### src/rtl/ser_pkg.sv
// Shared types and constants for the bit-stream serializer and its FIFO.
package ser_pkg;

  localparam int unsigned WORDS_SENT_W = 16;
  localparam logic [WORDS_SENT_W-1:0] WORDS_SENT_MAX = 16'hFFFF;

  typedef enum logic [1:0] {
    IDLE   = 2'd0,
    SHIFT  = 2'd1,
    GAP    = 2'd2,
    PARITY = 2'd3
  } ser_state_e;

endpackage : ser_pkg

### src/rtl/ser_fifo.sv
// Small synchronous FIFO, power-of-two depth, extra pointer bit separates full from empty.
module ser_fifo #(
  parameter int unsigned WIDTH = 8,
  parameter int unsigned DEPTH = 2
) (
  input  logic                     clk,
  input  logic                     reset,
  input  logic                     push,
  input  logic [WIDTH-1:0]         wr_data,
  input  logic                     pop,
  output logic [WIDTH-1:0]         rd_data_c,
  output logic                     full_c,
  output logic                     empty_c,
  output logic [$clog2(DEPTH):0]   count_c
);

  localparam int unsigned AW = $clog2(DEPTH);

  logic [WIDTH-1:0] mem [DEPTH];
  logic [AW:0]      wr_ptr;
  logic [AW:0]      rd_ptr;
  logic             do_push;
  logic             do_pop;

  assign empty_c   = (wr_ptr == rd_ptr);
  assign full_c    = (wr_ptr[AW] != rd_ptr[AW]) && (wr_ptr[AW-1:0] == rd_ptr[AW-1:0]);
  assign count_c   = wr_ptr - rd_ptr;
  assign rd_data_c = mem[rd_ptr[AW-1:0]];
  assign do_push   = push && !full_c;
  assign do_pop    = pop && !empty_c;

  always_ff @(posedge clk) begin
    if (reset) begin
      wr_ptr <= '0;
      rd_ptr <= '0;
    end else begin
      if (do_push) wr_ptr <= wr_ptr + (AW+1)'(1);
      if (do_pop)  rd_ptr <= rd_ptr + (AW+1)'(1);
    end
  end

  // Storage needs no reset; pointers define validity.
  always_ff @(posedge clk) begin
    if (do_push) mem[wr_ptr[AW-1:0]] <= wr_data;
  end

endmodule : ser_fifo

### src/rtl/bit_stream_serializer.sv
// Buffers parallel words and shifts them out MSB-first over a bit valid/ready handshake.
// Define SER_PARITY_EN to append an even-parity bit after each word.
module bit_stream_serializer
  import ser_pkg::*;
#(
  parameter int unsigned WIDTH      = 8,
  parameter int unsigned FIFO_DEPTH = 2,
  parameter int unsigned IDLE_GAP   = 0
) (
  input  logic                    clk,
  input  logic                    reset,
  input  logic [WIDTH-1:0]        word_in,
  input  logic                    word_valid,
  output logic                    word_ready,
  output logic                    bit_out,
  output logic                    bit_valid,
  input  logic                    bit_ready,
  output logic                    busy,
  output logic [WORDS_SENT_W-1:0] words_sent
);

  localparam int unsigned CNT_W = $clog2(WIDTH);
  localparam int unsigned CW    = $clog2(FIFO_DEPTH) + 1;
  localparam logic [3:0]  GAP_LOAD = (IDLE_GAP == 0) ? 4'd0 : 4'(IDLE_GAP - 1);

  ser_state_e              state, state_nx;
  logic [WIDTH-1:0]        shift_reg, shift_nx;
  logic [CNT_W-1:0]        bit_cnt, bit_cnt_nx;
  logic [3:0]              gap_cnt, gap_cnt_nx;
  logic [WORDS_SENT_W-1:0] words_sent_nx;
  logic                    bit_out_nx, bit_valid_nx, busy_nx;
  logic                    word_done, load;
  logic                    push_c, pop_c;
  logic [WIDTH-1:0]        fifo_rd_data_c;
  logic                    fifo_full_c, fifo_empty_c;
  logic [CW-1:0]           fifo_count_c, fifo_count_nx;
`ifdef SER_PARITY_EN
  logic                    parity_q, parity_nx;
`endif

  assign word_ready = !fifo_full_c;
  assign push_c     = word_valid && !fifo_full_c;

  ser_fifo #(.WIDTH(WIDTH), .DEPTH(FIFO_DEPTH)) u_fifo (
    .clk       (clk),
    .reset     (reset),
    .push      (push_c),
    .wr_data   (word_in),
    .pop       (pop_c),
    .rd_data_c (fifo_rd_data_c),
    .full_c    (fifo_full_c),
    .empty_c   (fifo_empty_c),
    .count_c   (fifo_count_c)
  );

  // Next state, shifter and registered-output next values.
  always_comb begin
    state_nx      = state;
    shift_nx      = shift_reg;
    bit_cnt_nx    = bit_cnt;
    gap_cnt_nx    = gap_cnt;
    words_sent_nx = words_sent;
    word_done     = 1'b0;
    load          = 1'b0;
    pop_c         = 1'b0;
`ifdef SER_PARITY_EN
    parity_nx     = parity_q;
`endif

    unique case (state)
      IDLE: if (!fifo_empty_c) load = 1'b1;
      SHIFT: begin
        if (bit_ready) begin
          shift_nx   = {shift_reg[WIDTH-2:0], 1'b0};
          bit_cnt_nx = bit_cnt - CNT_W'(1);
          if (bit_cnt == '0) begin
`ifdef SER_PARITY_EN
            state_nx = PARITY;
`else
            word_done = 1'b1;
`endif
          end
        end
      end
`ifdef SER_PARITY_EN
      PARITY: if (bit_ready) word_done = 1'b1;
`endif
      // Final gap cycle hands straight to the next word so the gap is exactly IDLE_GAP cycles.
      GAP: begin
        if (gap_cnt == '0) begin
          if (!fifo_empty_c) load = 1'b1;
          else               state_nx = IDLE;
        end else begin
          gap_cnt_nx = gap_cnt - 4'(1);
        end
      end
      default: state_nx = IDLE;
    endcase

    if (word_done) begin
      if (words_sent != WORDS_SENT_MAX) words_sent_nx = words_sent + WORDS_SENT_W'(1);
      if (IDLE_GAP != 0) begin
        gap_cnt_nx = GAP_LOAD;
        state_nx   = GAP;
      end else if (!fifo_empty_c) begin
        load = 1'b1;
      end else begin
        state_nx = IDLE;
      end
    end

    if (load) begin
      pop_c      = 1'b1;
      shift_nx   = fifo_rd_data_c;
      bit_cnt_nx = CNT_W'(WIDTH - 1);
      state_nx   = SHIFT;
`ifdef SER_PARITY_EN
      parity_nx  = ^fifo_rd_data_c;
`endif
    end

    fifo_count_nx = fifo_count_c + CW'(push_c) - CW'(pop_c);
    bit_valid_nx  = (state_nx == SHIFT) || (state_nx == PARITY);
    bit_out_nx    = 1'b0;
    if (state_nx == SHIFT) bit_out_nx = shift_nx[WIDTH-1];
`ifdef SER_PARITY_EN
    if (state_nx == PARITY) bit_out_nx = parity_nx;
`endif
    busy_nx = (state_nx != IDLE) || (fifo_count_nx != '0);
  end

  always_ff @(posedge clk) begin
    if (reset) begin
      state      <= IDLE;
      shift_reg  <= '0;
      bit_cnt    <= '0;
      gap_cnt    <= '0;
      words_sent <= '0;
      bit_out    <= 1'b0;
      bit_valid  <= 1'b0;
      busy       <= 1'b0;
`ifdef SER_PARITY_EN
      parity_q   <= 1'b0;
`endif
    end else begin
      state      <= state_nx;
      shift_reg  <= shift_nx;
      bit_cnt    <= bit_cnt_nx;
      gap_cnt    <= gap_cnt_nx;
      words_sent <= words_sent_nx;
      bit_out    <= bit_out_nx;
      bit_valid  <= bit_valid_nx;
      busy       <= busy_nx;
`ifdef SER_PARITY_EN
      parity_q   <= parity_nx;
`endif
    end
  end

endmodule : bit_stream_serializer

### config.mk
export PLATFORM = sky130hd
export DESIGN_NAME = bit_stream_serializer
export DESIGN_NICKNAME = d
export VERILOG_FILES = /design/src/rtl/ser_pkg.sv /design/src/rtl/ser_fifo.sv /design/src/rtl/bit_stream_serializer.sv
export SDC_FILE = /design/constraint.sdc
export NUM_CORES = 1
export LEC_CHECK = 0
export ABC_AREA = 1
export CORE_ASPECT_RATIO = 0.5
export CORE_MARGIN = 2
export CORE_UTILIZATION = 35
export DETAILED_ROUTE_END_ITERATION = 10
export HOLD_SLACK_MARGIN = 0.02
export PLACE_DENSITY_LB_ADDON = 0.08
export SLEW_MARGIN = 20
export SYNTH_ARGS = -nofsm -noshare
export SYNTH_HDL_FRONTEND = slang
export SYNTH_SLANG_ARGS = --single-unit
export TNS_END_PERCENT = 10
### constraint.sdc
create_clock -name clk -period 6.5 [get_ports clk]
set_input_delay 0.65 -clock clk [delete_from_list [all_inputs] [get_ports clk]]
set_output_delay 0.65 -clock clk [all_outputs]
set_load 0.02 [all_outputs]
; ---- Word-level counts from Yosys, hierarchy flattened
; Memory sizes are Yosys's and may differ from the RTL's. A register that Yosys moved wholly into a read port is not among the register bits.
; Index checks and enable logic that the tools add are counted.
[totals]
inputBits = 12
output_inout_bits = 20
mem_bits_rw = 16
elab_cells = 75
n_memories = 1
regBits = 40
[mem_list]
columns = name, depth, width, read_ports, rd_ports_with_merged_regs, write_ports, line
row1 = u_fifo.mem, 2, 8, 1, 1, 1, ser_fifo.sv:19  ; logic [WIDTH-1:0] mem [DEPTH];
[classes]
n_bitwise = 2
add_sub_neg = 8
eq_ne = 8
mux = 25
n_reduce_logical = 20
[op_table]
columns = op, n
row1 = 2-to-1 mux 8 bit, 3
row2 = adder 16 x 1 -> 16 bit (second input constant), 1
row3 = inequality test 16 bit (second input constant), 1
row4 = 2-to-1 mux 1 bit, 12
row5 = 2-to-1 mux 2 bit, 5
row6 = 2-to-1 mux 3 bit, 3
row7 = nonzero test 2 bit, 4
row8 = AND reduction 2 bit, 3
row9 = adder 2 x 1 -> 2 bit (second input constant), 2
row10 = equality test 2 x 1 -> 1 bit (second input constant), 2
row11 = equality test 2 bit (second input constant), 2
row12 = logical AND 1 bit, 4
row13 = zero test 4 bit, 1
row14 = case mux 2 bit (2 select lines), 1
row15 = OR reduction 2 bit, 2
row16 = subtractor 4 x 1 -> 4 bit (second input constant), 1
row17 = zero test 3 bit, 1
row18 = subtractor 3 x 1 -> 3 bit (second input constant), 1
row19 = adder 2 x 1 -> 2 bit, 1
row20 = equality test 2 bit, 1
row21 = zero test 1 bit, 2
row22 = zero test 2 bit, 1
row23 = logical OR 1 bit, 2
row24 = NOT 1 bit, 2
row25 = 5 further kinds, 5

; ---- Depth between registers and ports, before layout
[depth]
word_depth = 10
mapped_depth = 19
depth_no_buf = 19

; ---- Cells and area by module
; A second synthesis with hierarchy kept.
[hier_totals]
hier_cells = 374
hier_area_um2 = 2856.5
[modules_own_cells]
columns = mod, instances, area_per_inst_um2, seq_area_each_um2, cells_per_inst
row1 = bit_stream_serializer, 1, 1985.7, 700.7, 303
row2 = ser_fifo, 1, 870.8, 580.6, 71

; ---- Least setup slack after synthesis
; No wires, ideal clock.
[synth_timing]
path_kind = input -> register
startpoint = in bit_ready
endpoint = reg busy
cell_stages = 16
slack_ns = 4.246
setup_ns = 0.109
t_required_ns = 6.391
path_buffers = 0
arrival_time_ns = 2.145
path_cell_list = nand2_1 -> nor2_1 -> nand2_1 -> nand2_1 -> nand2_2 -> nor2_2 -> nor2_1 -> ha_1 -> ha_1 -> inv_1 -> xor2_1 -> inv_1 -> nand3_1 -> nand3_1 -> nand2_1 -> inv_1
[synth_between]
elab_chain_cells = 7
word_cells_on_any_way = 10
classes_between = 1 x add/sub / 6 x mux / 3 x reduce/logical
[synth_lines]
columns = item, line
row1 = from (decl), bit_stream_serializer.sv:17  ; input logic bit_ready,
row2 = 2-to-1 mux 1 bit *, bit_stream_serializer.sv:73  ; if (bit_ready) begin
row3 = 2-to-1 mux 1 bit *, bit_stream_serializer.sv:70  ; unique case (state)
row4 = 2-to-1 mux 1 bit, bit_stream_serializer.sv:100  ; if (word_done) begin
row5 = 2-to-1 mux 1 bit, bit_stream_serializer.sv:112  ; if (load) begin
row6 = subtractor 2 x 1 -> 2 bit, bit_stream_serializer.sv:122  ; fifo_count_nx = fifo_count_c + CW'(push_c) - CW'(pop_c);
row7 = nonzero test 2 bit, bit_stream_serializer.sv:129  ; busy_nx = (state_nx != IDLE) || (fifo_count_nx != '0);
row8 = logical OR 1 bit *, bit_stream_serializer.sv:129
row9 = to (signal assigned), bit_stream_serializer.sv:153  ; busy <= busy_nx;
row10 = to (decl), bit_stream_serializer.sv:18  ; output logic busy,
; Every way passes the cells marked *; elsewhere a longest branch is shown, timed or not.
; A chain may end at the register's enable or synchronous reset.

; ---- Final worst setup path
; Ends and elaborated chain as after synthesis.

==> qor.csv <==
metric,value,unit
nature of the critical path endpoint,register,
synthesized instance count,316,
ratio of cells with drive above 1 in the final layout,0.138,
cts hold-fix bufs,0,
worst min-delay path endpoint,gap_cnt[0]$_SDFFE_PP0P_,
Total GRT Usage,0.146,
first-pass iteration count of the detailed router,4,
CTS tree,yes,
Reg2Reg Setup Slack,3850,ps
Final Cell Area,0.00324,sq mm
vias per cell,4.73,
critical hold path startpoint,gap_cnt[0]$_SDFFE_PP0P_,
Netlist Area Pre-Place,0.00273,sq mm
# clock sinks,56,
Post-DRT Antenna Nets,0,
area grow syn2layout,18.8,%
fmax,0.338,GHz
CP startpoint kind,input port,
setup violators final,0,
WHS Path Cells,2,
Final min period,2960,ps
max_cap viols,0,
Initial Util,0.367,
post-cts sizing count,0,
pwr dens,349,mW/mm^2
largest area contributor in the synthesized netlist,dfxtp_1,
register area share after synthesis,0.470,
Die ar.,0.00855,sq mm
gpl congestion,0.800,
Post-CTS Setup Inserts,0,
dpl cell area,0.00309,sq mm
chip width,129,um
status,completed,
post-layout power,1.13,mW
Rel. slew slack,0.549,
Syn Area/Cell,8.62,sq um
dpl cells,435,
Final Hold Fails,0,
I/O Buffers,31,
Die Span Y,66.4,um
# DRC,0,
unrepaired setup endpoints after global routing,false,
met2 routed WL,2350,um
maximum vdd drop,0.000145,V
wire length per cell,12.3,um
htree depth,2,
"non-filler cells, final",443,
clk_lat worst skew,300,ps
vias in the first global route,2120,
Worst Max-Slew Pin Slew,675,ps
antenna cells,0,
Core ar.,0.00743,sq mm
total number of vias,2095,
synthesized flop and latch total,56,
first-pass GRT wire length,9760,um
Routed WL,5470,um
crit path kind,in2reg,
Worst Path Required,6700,ps
Fin Clk Skew,6.50,ps
initial antenna violation count,0,
clk buf depth,2,
Final period util,0.455,
Synth cell types,33,
initial DRC count,112,
num rows,22,
Slew Limit Fails,0,
CTS buffer count,5,
Reg2Reg Depth,17,
"Arr. time, crit path",3150,ps
worst reg2reg path startpoint,bit_cnt[0]$_SDFFE_PP0P_,
Pleak,1.17,nW
global route total overflow,0,
CTS root buf,clkbuf_16,
syn_nets,335,
Synth top area share,0.294,
worst hold-check path type,reg2reg,
"CTS clk-pin slew, worst paths",70,ps
Critical Path Fanout Max,21,
I/O pin total,32,
hold_ws,470,ps
setup tns final,0,ps
ranking of synthesized cells by area,"dfxtp_1 29%, edfxtp_1 18%, nand2_1 9.8%, inv_1 4.7%, mux2_2 3.3%",
final net count,365,
max layer used,met4,
Met1 Routed Length,2780,um
RR Endpoint,busy$_SDFF_PP0_,
Met3 Wirelength,295,um
pin count of the biggest net entering global routing,23,
synth warn,0,
DP Wirelength,3930,um
## Yosys cell counts, drive strengths merged
| master | count |
|---|---|
| nand2 | 78 |
| dfxtp | 40 |
| inv | 38 |
| nor2 | 23 |
| a21oi | 22 |
| o21ai | 18 |
| edfxtp | 16 |
| nand3 | 16 |
| nor3 | 14 |
| xor2 | 10 |
| buf | 8 |
| mux2 | 8 |
| ha | 7 |
| a31oi | 6 |
| xnor2 | 5 |
| nand4 | 2 |
| clkbuf | 1 |
| clkinv | 1 |
| nand3b | 1 |
| nor3b | 1 |
| o21a | 1 |
## where the power goes
part | internal, mW | switching (mW)
combinational | 0.149 | 0.224
clock | 0.145 | 0.134
sequential | 0.432 | 0.0442
## worst max-delay path: stages
cell             delay, ps
clkdlybuf4s50_1        500
nand2_1                 60
nor2_1                 120
nand2_1                 90
nand2_1                110
nand2_2                250
nand2_1                200
inv_1                   90
nor2_1                 100
ha_1                   240
ha_1                   290
nand3b_1               160
nor2_1                 120
nand3_1                 80
nand2_1                 60
inv_1                   40
## cell families (layout without fill, tap and decap cells)
family                     Yosys count  count (layout)  synth area share
AOI/OAI and AO/OA                   47              47             0.104
xor gates and xnor gates            15              15            0.0537
adders and majority gates            7               7            0.0321
buffers and inverters               48              79            0.0808
DFF                                 56              56             0.470
muxes                                8               8            0.0331
and+or+nand+nor                    135             135             0.226
## cell type report
| cell class | instances | area [sq um] |
|---|---|---|
| fillers | 756 | 4200 |
| flip-flops and latches | 56 | 1280 |
| multi-input cells | 212 | 1220 |
| repair buffers | 32 | 318 |
| inverters | 39 | 146 |
| clock buffers | 5 | 125 |
| well taps | 96 | 120 |
| clock inverters | 3 | 22.5 |
## worst max-delay path by stage
stage	startpoint	to	slack (ps)	cells past startpoint
2_1_floorplan	bit_ready	busy$_SDFF_PP0_	4250	16
3_3_place_gp	bit_ready	busy$_SDFF_PP0_	3360	17
3_5_place_dp	bit_ready	busy$_SDFF_PP0_	3230	16
4_1_cts	bit_ready	busy$_SDFF_PP0_	3520	16
5_1_grt	bit_ready	busy$_SDFF_PP0_	3210	16
6_report	bit_ready	busy$_SDFF_PP0_	3540	16
## stage by stage
stage	worst slack, ps	util
CTS	3520	0.436
finish	3540	0.436
detailed placement	3230	0.416
global route	3210	0.436
floorplan	4250	-
global placement	3360	0.416
## cell usage in the layout, fill, tap and decap left out
| cell | Yosys | routed |
|---|---|---|
| clkbuf_16 | 0 | 5 |
| clkdlybuf4s50_1 | 0 | 31 |
| nor2_2 | 2 | 2 |
| ha_1 | 7 | 7 |
| a21oi_2 | 10 | 10 |
| inv_1 | 34 | 34 |
| nor2_1 | 21 | 21 |
| xor2_1 | 10 | 10 |
| nor3b_1 | 1 | 1 |
| dfxtp_1 | 40 | 40 |
| xnor2_2 | 2 | 2 |
| nor3_2 | 3 | 3 |
| nand3_2 | 1 | 1 |
| nor3_4 | 1 | 1 |
| inv_6 | 0 | 1 |
| inv_2 | 4 | 4 |
| o21ai_1 | 5 | 5 |
| nand2_1 | 71 | 71 |
| nand3_1 | 15 | 15 |
| a31oi_1 | 6 | 6 |
| nand4_1 | 1 | 1 |
| nor3_1 | 10 | 10 |
| o21ai_0 | 13 | 13 |
| clkinv_1 | 1 | 1 |
| mux2_2 | 8 | 8 |
| nand2_2 | 7 | 7 |
| nand3b_1 | 1 | 1 |
| xnor2_1 | 3 | 3 |
| clkinv_2 | 0 | 1 |
| edfxtp_1 | 16 | 16 |
| o21a_1 | 1 | 1 |
| clkinv_4 | 0 | 1 |
| buf_4 | 0 | 1 |
| nand4_2 | 1 | 1 |
| a21oi_1 | 12 | 12 |
## per-layer routing
layer  vias up  global-route usage
li1       1091                   -
met1       953               0.194
met3         5              0.0405
met2        46               0.235
met5         -                   0
met4         0              0.0380
(Power assumes the default switching activity.)
